==> src/rtl/dtree_walk_ctrl.sv <==
// Sequential decision-tree walker: one node per cycle through a shared comparator.
// Optional macro DTREE_STEP_CNT_EN adds a registered visited-node count on out_steps.
module dtree_walk_ctrl #(
  parameter int unsigned NFEAT = 5,
  parameter int unsigned FW    = 8,
  parameter int unsigned CW    = 5,
  parameter int unsigned NW    = 4
) (
  input  logic                  clk,
  input  logic                  rst_n,
  input  logic                  in_valid,
  output logic                  in_ready,
  input  logic [NFEAT*FW-1:0]   in_feat,
  output logic                  out_valid,
  input  logic                  out_ready,
  output logic [CW-1:0]         out_class,
  output logic                  out_err,
  output logic [NW:0]           out_steps,
  input  logic                  cfg_we,
  input  logic [NW-1:0]         cfg_addr,
  input  logic [12+2*NW-1:0]    cfg_data,
  output logic                  cfg_ready
);

  localparam int unsigned NODES = 2 ** NW;
  localparam int unsigned EW    = 12 + 2 * NW;
  localparam int unsigned SW    = NW + 1;

  typedef enum logic [1:0] {StIdle, StWalk, StDone} state_e;

  state_e                state_q, state_d;
  logic [NW-1:0]         idx_q, idx_d;
  logic [SW-1:0]         step_q, step_d;
  logic [NFEAT*FW-1:0]   feat_q, feat_d;
  logic [CW-1:0]         class_q, class_d;
  logic                  err_q, err_d;
  logic [EW-1:0]         node_q [NODES];

  logic [EW-1:0]         entry;
  logic                  is_int;
  logic [2:0]            fsel;
  logic [FW-1:0]         thr;
  logic [NW-1:0]         left, right;
  logic [FW-1:0]         fval;
  logic [SW-1:0]         step_inc;

  assign entry    = node_q[idx_q];
  assign is_int   = entry[EW-1];
  assign fsel     = entry[EW-2 -: 3];
  assign thr      = entry[EW-5 -: FW];
  assign left     = entry[2*NW-1 -: NW];
  assign right    = entry[NW-1:0];
  assign step_inc = step_q + SW'(1);

  // Out-of-range feature selects read as zero.
  always_comb begin
    fval = '0;
    for (int i = 0; i < NFEAT; i++) begin
      if (fsel == 3'(i)) fval = feat_q[i*FW +: FW];
    end
  end

  always_comb begin
    state_d = state_q;
    idx_d   = idx_q;
    step_d  = step_q;
    feat_d  = feat_q;
    class_d = class_q;
    err_d   = err_q;
    unique case (state_q)
      StIdle: begin
        if (in_valid) begin
          feat_d  = in_feat;
          idx_d   = '0;
          step_d  = '0;
          state_d = StWalk;
        end
      end
      StWalk: begin
        step_d = step_inc;
        if (!is_int) begin
          class_d = thr[CW-1:0];
          err_d   = 1'b0;
          state_d = StDone;
        end else if (step_inc == SW'(NODES)) begin
          class_d = '0;
          err_d   = 1'b1;
          state_d = StDone;
        end else begin
          idx_d = (fval <= thr) ? left : right;
        end
      end
      StDone: begin
        if (out_ready) state_d = StIdle;
      end
      default: state_d = StIdle;
    endcase
  end

  always_ff @(posedge clk or negedge rst_n) begin
    if (!rst_n) begin
      state_q <= StIdle;
      idx_q   <= '0;
      step_q  <= '0;
      feat_q  <= '0;
      class_q <= '0;
      err_q   <= 1'b0;
    end else begin
      state_q <= state_d;
      idx_q   <= idx_d;
      step_q  <= step_d;
      feat_q  <= feat_d;
      class_q <= class_d;
      err_q   <= err_d;
    end
  end

  // Table is writable only while idle, so a walk never sees a partial update.
  always_ff @(posedge clk or negedge rst_n) begin
    if (!rst_n) begin
      for (int i = 0; i < NODES; i++) node_q[i] <= '0;
    end else if (cfg_we && cfg_ready) begin
      node_q[cfg_addr] <= cfg_data;
    end
  end

`ifdef DTREE_STEP_CNT_EN
  logic [SW-1:0] steps_q;

  always_ff @(posedge clk or negedge rst_n) begin
    if (!rst_n) begin
      steps_q <= '0;
    end else if (state_q == StWalk && state_d == StDone) begin
      steps_q <= step_inc;
    end
  end

  assign out_steps = steps_q;
`else
  assign out_steps = '0;
`endif

  assign in_ready  = (state_q == StIdle);
  assign cfg_ready = (state_q == StIdle);
  assign out_valid = (state_q == StDone);
  assign out_class = class_q;
  assign out_err   = err_q;

endmodule

==> config.mk <==
export PLATFORM = sky130hd
export DESIGN_NAME = dtree_walk_ctrl
export DESIGN_NICKNAME = d
export VERILOG_FILES = /design/src/rtl/dtree_walk_ctrl.sv
export SDC_FILE = /design/constraint.sdc
export NUM_CORES = 1
export LEC_CHECK = 0
export CORE_MARGIN = 2
export CORE_UTILIZATION = 45
export DETAILED_ROUTE_END_ITERATION = 12
export SLEW_MARGIN = 20
export SYNTH_ARGS = -nofsm -noshare
export SYNTH_HDL_FRONTEND = slang
export SYNTH_SLANG_ARGS = --single-unit
==> constraint.sdc <==
create_clock -name clk -period 4.5 [get_ports clk]
set_input_delay 0.9 -clock clk [delete_from_list [all_inputs] [get_ports clk]]
set_output_delay 0.9 -clock clk [all_outputs]
set_load 0.1 [all_outputs]
# [Word-level counts from Yosys, hierarchy flattened]
# Cells that the tools add are included.
[classes] add_sub_neg=1 magnitude_cmp=4 n_eq_ne=13 muxes=27 n_bitwise=2 reduce_logical=10
[op_table] cell="$bwmux W320" count=1
[op_table] cell="$bmux W20 S4" count=1
[op_table] cell="$demux W20 S4" count=1
[op_table] cell="$mux W20" count=3
[op_table] cell="$mux W8" count=5
[op_table] cell="$mux W4" count=4
[op_table] cell="$mux W5" count=3
[op_table] cell="$ge A5 B5 Y1 const B" count=2
[op_table] cell="$not A4 Y5" count=2
[op_table] cell="$pmux W5 S2" count=1
[op_table] cell="$le A8 B8 Y1" count=1
[op_table] cell="$mux W2" count=4
[op_table] cell="$pmux W4 S2" count=1
[op_table] cell="$eq A3 B2 Y1 const B" count=2
[op_table] cell="$ne A2 B2 Y1 const B" count=3
[op_table] cell="$pmux W2 S3" count=1
[op_table] cell="$reduce_and A2 Y1" count=3
[op_table] cell="$add A5 B1 Y5 const B" count=1
[op_table] cell="$eq A5 B5 Y1 const B" count=1
[op_table] cell="$lt A5 B1 Y1 const B" count=1
[op_table] cell="$ne A2 B1 Y1 const B" count=2
[op_table] cell="$reduce_and A4 Y1" count=1
[op_table] cell="$eq A3 B1 Y1 const B" count=1
[op_table] cell="$eq A3 B3 Y1 const B" count=1
[op_table] cell="other kinds (9)" count=11
[totals] reg_bits=377 input_bits=69 output_inout_bits=14 elab_cells=79

# [Depth between registers and ports, before layout]
[depth] ltp_word=15 ltp_mapped=17

# [Worst setup path after synthesis]
# No wires, ideal clock.
[synth_timing] path_type="register to register" startpoint="register idx_q[1]" endpoint="register idx_q[0]" arrival_time_ns=3.193 slack_ns=1.179 path_stages_with_launch=17 path_buffers=1 period_less_slack_ns=3.321 path_cell_list="dfrtp_1 -> buf_6 -> mux4_2 -> nor2b_1 -> a211oi_2 -> a21oi_2 -> and2_1 -> a32o_1 -> a2bb2oi_1 -> ha_1 -> nor2b_1 -> o21a_1 -> o21ai_0 -> a21oi_1 -> o22a_1 -> mux2i_1 -> o21ai_0"
[synth_via] elab_chain_cells=15 elab_cells_between_ends=21
[synth_rtl] element="start: declaration" line_no="32" source="logic [NW-1:0] idx_q, idx_d;"
[synth_rtl] element="start signal: assignment" line_no="110" source="idx_q <= idx_d;"
[synth_rtl] element="$not A4 Y5 (implied by the code) *" line_no="47" source="assign entry = node_q[idx_q];"
[synth_rtl] element="$bmux W20 S4 *" line_no="47"
[synth_rtl] element="$mux W20 (implied by the code) * (2 in series)" line_no="47"
[synth_rtl] element="$logic_not A3 Y1" line_no="59" source="if (fsel == 3'(i)) fval = feat_q[i*FW +: FW];"
[synth_rtl] element="$mux W8 (5 in series)" line_no="59"
[synth_rtl] element="$le A8 B8 Y1" line_no="90" source="idx_d = (fval <= thr) ? left : right;"
[synth_rtl] element="$mux W4" line_no="90"
[synth_rtl] element="$mux W4" line_no="85" source="end else if (step_inc == SW'(NODES)) begin"
[synth_rtl] element="$mux W4" line_no="81" source="if (!is_int) begin"
[synth_rtl] element="$pmux W4 S2" line_no="70" source="unique case (state_q)"
# Every way passes the cells marked *; elsewhere a longest branch is shown, timed or not. The select of a mux whose other input is x is not followed.
# A chain may end at the register's enable or synchronous reset.

# [Worst setup path in the final report]
[layout_timing] startpoint="register idx_q[0]" endpoint="register idx_q[3]"
# Same word-level chain as after synthesis.

==> impl_metrics.prom <==
# TYPE chip_impl_metric gauge
chip_impl_info{name="outcome",value="completed"} 1
chip_impl_metric{name="synthToLayoutAreaGrowth",unit="%"} 14.8
chip_impl_metric{name="clkLatencyLatePin",unit="ns"} 0.53
chip_impl_metric{name="critical_path_peak_fanout",unit=""} 23
chip_impl_metric{name="async_flop_share",unit="%"} 100
chip_impl_metric{name="yosysUniqueCellTypes",unit=""} 46
chip_impl_info{name="timing.critical_path.cells",value="mux4_2 > mux2i_1 > a21oi_2 > and2b_1 > a32o_1 > a2bb2oi_1 > ha_1 > nor2b_1 > o21a_1 > o21ai_0 > a21oi_1 > o22a_1 > mux2i_1 > o21ai_0"} 1
chip_impl_metric{name="post_drt_via_cell_ratio",unit=""} 5.60
chip_impl_metric{name="p_total",unit="uW"} 13800
chip_impl_metric{name="synth_largest_type_area_fraction",unit="%"} 54.6
chip_impl_info{name="layout_commonest_cell",value="sky130_fd_sc_hd__dfrtp_1"} 1
chip_impl_metric{name="ctsHoldBuffers",unit=""} 0
chip_impl_metric{name="drive_gt1_share",unit="%"} 41.2
chip_impl_metric{name="fin_tns_setup",unit="ns"} 0
chip_impl_metric{name="peak_per_stage_delay_on_the_critical_path",unit="ns"} 0.70
chip_impl_metric{name="timing_hold_violations_final",unit=""} 0
chip_impl_metric{name="synth.yosys.warnings",unit=""} 0
chip_impl_metric{name="timing.final.crit_period",unit="ns"} 4.06
chip_impl_info{name="regToRegStartpoint",value="idx_q[0]"} 1
chip_impl_info{name="crit_path_start_kind",value="register"} 1
chip_impl_metric{name="ff2ff_setup_slack",unit="ns"} 0.44
chip_impl_metric{name="grt_max_degree",unit=""} 90
chip_impl_info{name="timing.critical_path.slowest_stage_cell",value="sky130_fd_sc_hd__a21oi_2"} 1
chip_impl_metric{name="diodes",unit=""} 0
chip_impl_metric{name="report.final.setup_viol",unit=""} 0
chip_impl_metric{name="numCtsBuffers",unit=""} 41
chip_impl_metric{name="cts_num_sinks",unit=""} 377
chip_impl_metric{name="clk_pin_slew_worst_paths",unit="ns"} 0.06
chip_impl_metric{name="nNetsFinal",unit=""} 1334
chip_impl_metric{name="dp_worst_setup_slack",unit="ns"} 0.440
chip_impl_metric{name="filler_cell_count",unit=""} 3154
chip_impl_info{name="clockRootBuffer",value="sky130_fd_sc_hd__clkbuf_16"} 1
chip_impl_metric{name="max-cap-violations",unit=""} 0
chip_impl_metric{name="clk_path_buf_depth",unit=""} 3
chip_impl_metric{name="cts-htree-levels",unit=""} 2
chip_impl_metric{name="first_pass_iters",unit=""} 5
chip_impl_metric{name="fp.dieW",unit="um"} 200
chip_impl_metric{name="cts_resized",unit=""} 0
chip_impl_metric{name="initial_core_util",unit="%"} 45.8
chip_impl_info{name="grt_setup_unrepaired",value="no"} 1
chip_impl_info{name="hold_class",value="in2async"} 1
chip_impl_metric{name="gr-usage-all-layers",unit="%"} 22.0
chip_impl_metric{name="routabilityCongestion",unit=""} 0.850
chip_impl_metric{name="layout_worst_path_cycle_share",unit="%"} 90.2
chip_impl_metric{name="num_rows",unit=""} 71
chip_impl_metric{name="irDropWorstVdd",unit="V"} 0.000305
chip_impl_metric{name="drt_initial_violations",unit=""} 527
chip_impl_info{name="synth_ff_type",value="sky130_fd_sc_hd__dfrtp_1"} 1
chip_impl_metric{name="design.core.area",unit="sq um"} 37800
chip_impl_metric{name="synth_edf_count",unit=""} 0
chip_impl_metric{name="cp.required",unit="ns"} 4.91
chip_impl_metric{name="finalMaxSlewViolations",unit=""} 0
chip_impl_metric{name="relSlewSlack",unit="%"} 32.7
chip_impl_metric{name="worst-r2r-cell-count",unit=""} 14
chip_impl_metric{name="grt-ovfl-total",unit=""} 0
chip_impl_info{name="yosys-top-cells-area",value="sky130_fd_sc_hd__dfrtp_1 (55%), sky130_fd_sc_hd__mux2_2 (21%), sky130_fd_sc_hd__mux4_2 (12%)"} 1
chip_impl_info{name="worst-setup-path-type",value="reg2reg"} 1
chip_impl_metric{name="drc",unit=""} 0
chip_impl_metric{name="wire_length_of_the_first_global_routing_pass",unit="mm"} 64.9
chip_impl_metric{name="mappedNetlistArea",unit="sq um"} 17300
chip_impl_metric{name="initial_antenna_violation_count",unit=""} 0
chip_impl_info{name="category_of_the_worst_setup_path_capture_point",value="register"} 1
chip_impl_metric{name="placement.io_buffers",unit=""} 77
chip_impl_metric{name="num_vias",unit=""} 10000
chip_impl_metric{name="fin_skew",unit="ns"} 0.0134
chip_impl_metric{name="die_height",unit="um"} 200
chip_impl_metric{name="detail_route.wl_per_cell",unit="um"} 23.4
chip_impl_info{name="tritoncts_clock_tree",value="built"} 1
chip_impl_metric{name="power_per_cell_area",unit="nW/um^2"} 693
chip_impl_metric{name="place_hpwl",unit="mm"} 25.4
chip_impl_metric{name="syn_area_per_cell",unit="sq um"} 14.5
chip_impl_info{name="layout.cells.most_common_list",value="sky130_fd_sc_hd__dfrtp_1 (375), sky130_fd_sc_hd__mux2_2 (320), sky130_fd_sc_hd__nand2_1 (145)"} 1
chip_impl_metric{name="finalWirelength",unit="mm"} 41.9
chip_impl_metric{name="layout_setup_ws",unit="ns"} 0.442
chip_impl_metric{name="vias_in_the_first_global_route",unit=""} 10400
chip_impl_metric{name="antenna_left",unit=""} 0
chip_impl_metric{name="ys_ff_latch",unit=""} 377
chip_impl_metric{name="static_leakage",unit="uW"} 0.00881
chip_impl_metric{name="max_freq",unit="MHz"} 246
chip_impl_metric{name="worst_pin_slew",unit="ns"} 1.01
chip_impl_metric{name="syn_inst",unit=""} 1193
chip_impl_metric{name="cts_setup_buffers",unit=""} 0
chip_impl_metric{name="proportion_of_synthesized_chip_area_in_sequential_cells",unit="%"} 54.6
chip_impl_metric{name="floorplan.die_area",unit="sq um"} 40000
chip_impl_info{name="synth_largest_area_cell",value="sky130_fd_sc_hd__dfrtp_1"} 1
chip_impl_metric{name="timing.critical_path.arrival",unit="ns"} 4.47
chip_impl_info{name="rr_endpoint",value="idx_q[3]"} 1
chip_impl_metric{name="i_o_pin_cnt",unit=""} 83
-- cell type report --
cell class | instances | area (sq um) | area share [%]
flip-flops and latches | 377 | 9440 | 47.6
inverters | 15 | 56.3 | 0.284
repair buffers | 115 | 1120 | 5.64
well taps | 511 | 639 | 3.22
clock inverters | 10 | 75.1 | 0.378
multi-input cells | 706 | 7360 | 37.1
clock buffers | 58 | 1160 | 5.84
-- routing by layer --
layer  track usage [%]  wire length [um]
met1              33.7             20400
met4              4.22               558
met3              3.46              1840
met5                 0                 0
met2              33.5             19000
-- metrics by stage --
| step | cell area, sq um | std cells | hold slack (ns) | util [%] |
|---|---|---|---|---|
| finish | 19800 | 1792 | 0.386 | 52.6 |
| global route | 19800 | 1792 | 0.421 | 52.6 |
| CTS | 19800 | 1792 | 0.409 | 52.6 |
| detailed placement | 18600 | 1724 | 0.469 | 49.3 |
| global placement | 18600 | 1724 | 0.464 | 49.3 |
| floorplan | 17300 | 1197 | 0.445 | - |
-- worst max-delay path by stage --
stage	from	to	slack, ns	cells after the start
after floorplan	idx_q[1]	idx_q[0]	1.18	16
after global placement	idx_q[0]	idx_q[1]	0.51	15
after detailed placement	idx_q[0]	idx_q[0]	0.44	15
after CTS	idx_q[0]	idx_q[0]	0.41	15
after global routing	idx_q[0]	idx_q[2]	0.1	15
final	idx_q[0]	idx_q[3]	0.44	14
-- state kept, by name (all words and copies together), names as in the netlist --
signal / count
step_q: 5
out_err: 1
out_class: 5
idx_q: 4
feat_q: 40
state_q: 2
node_q: 320
-- power breakdown --
group          switching [uW]  total (uW)  internal (uW)
sequential                813        5690           4880
combinational            2250        4930           2670
clock                    1300        3130           1840
-- synthesized netlist by cell type, types with 2 or more instances --
| cell | number |
|---|---|
| sky130_fd_sc_hd__clkbuf_1 | 57 |
| sky130_fd_sc_hd__and2_1 | 2 |
| sky130_fd_sc_hd__a32o_1 | 5 |
| sky130_fd_sc_hd__ha_1 | 9 |
| sky130_fd_sc_hd__a21oi_1 | 9 |
| sky130_fd_sc_hd__xor2_1 | 3 |
| sky130_fd_sc_hd__buf_1 | 7 |
| sky130_fd_sc_hd__buf_4 | 12 |
| sky130_fd_sc_hd__o31ai_1 | 5 |
| sky130_fd_sc_hd__nand4_1 | 2 |
| sky130_fd_sc_hd__nand3_1 | 12 |
| sky130_fd_sc_hd__a2bb2oi_1 | 5 |
| sky130_fd_sc_hd__nand2b_1 | 6 |
| sky130_fd_sc_hd__a221oi_1 | 3 |
| sky130_fd_sc_hd__nor2b_1 | 8 |
| sky130_fd_sc_hd__dfrtp_1 | 377 |
| sky130_fd_sc_hd__mux4_2 | 94 |
| sky130_fd_sc_hd__buf_6 | 6 |
| sky130_fd_sc_hd__mux2_2 | 320 |
| sky130_fd_sc_hd__inv_1 | 15 |
| sky130_fd_sc_hd__nor2_1 | 15 |
| sky130_fd_sc_hd__mux2i_1 | 24 |
| sky130_fd_sc_hd__o21ai_0 | 11 |
| sky130_fd_sc_hd__nand2_1 | 145 |
| sky130_fd_sc_hd__o21a_1 | 2 |
| sky130_fd_sc_hd__buf_2 | 17 |
| sky130_fd_sc_hd__nor3_1 | 2 |
| sky130_fd_sc_hd__a22o_1 | 2 |
-- logic make-up after synthesis --
group	after synthesis	synth area share [%]
flip-flops	377	54.6
multiplexers	438	34.5
adder cells (fa/ha/maj)	9	0.651
buffers and inverters	114	3.12
other	1	0.0217
AND/OR/NAND/NOR	201	4.95
AO/OA/AOI/OAI	50	2.06
XOR/XNOR	3	0.152
-- critical path: cells and delay by family (launching register included) --
family | cells | cell delay [ns]
mux | 3 | 0.73
flops | 1 | 0.65
compound gates | 8 | 1.77
fa+ha+maj | 1 | 0.31
simple gates | 2 | 0.47
No activity file was read; power rests on OpenSTA's default activity.
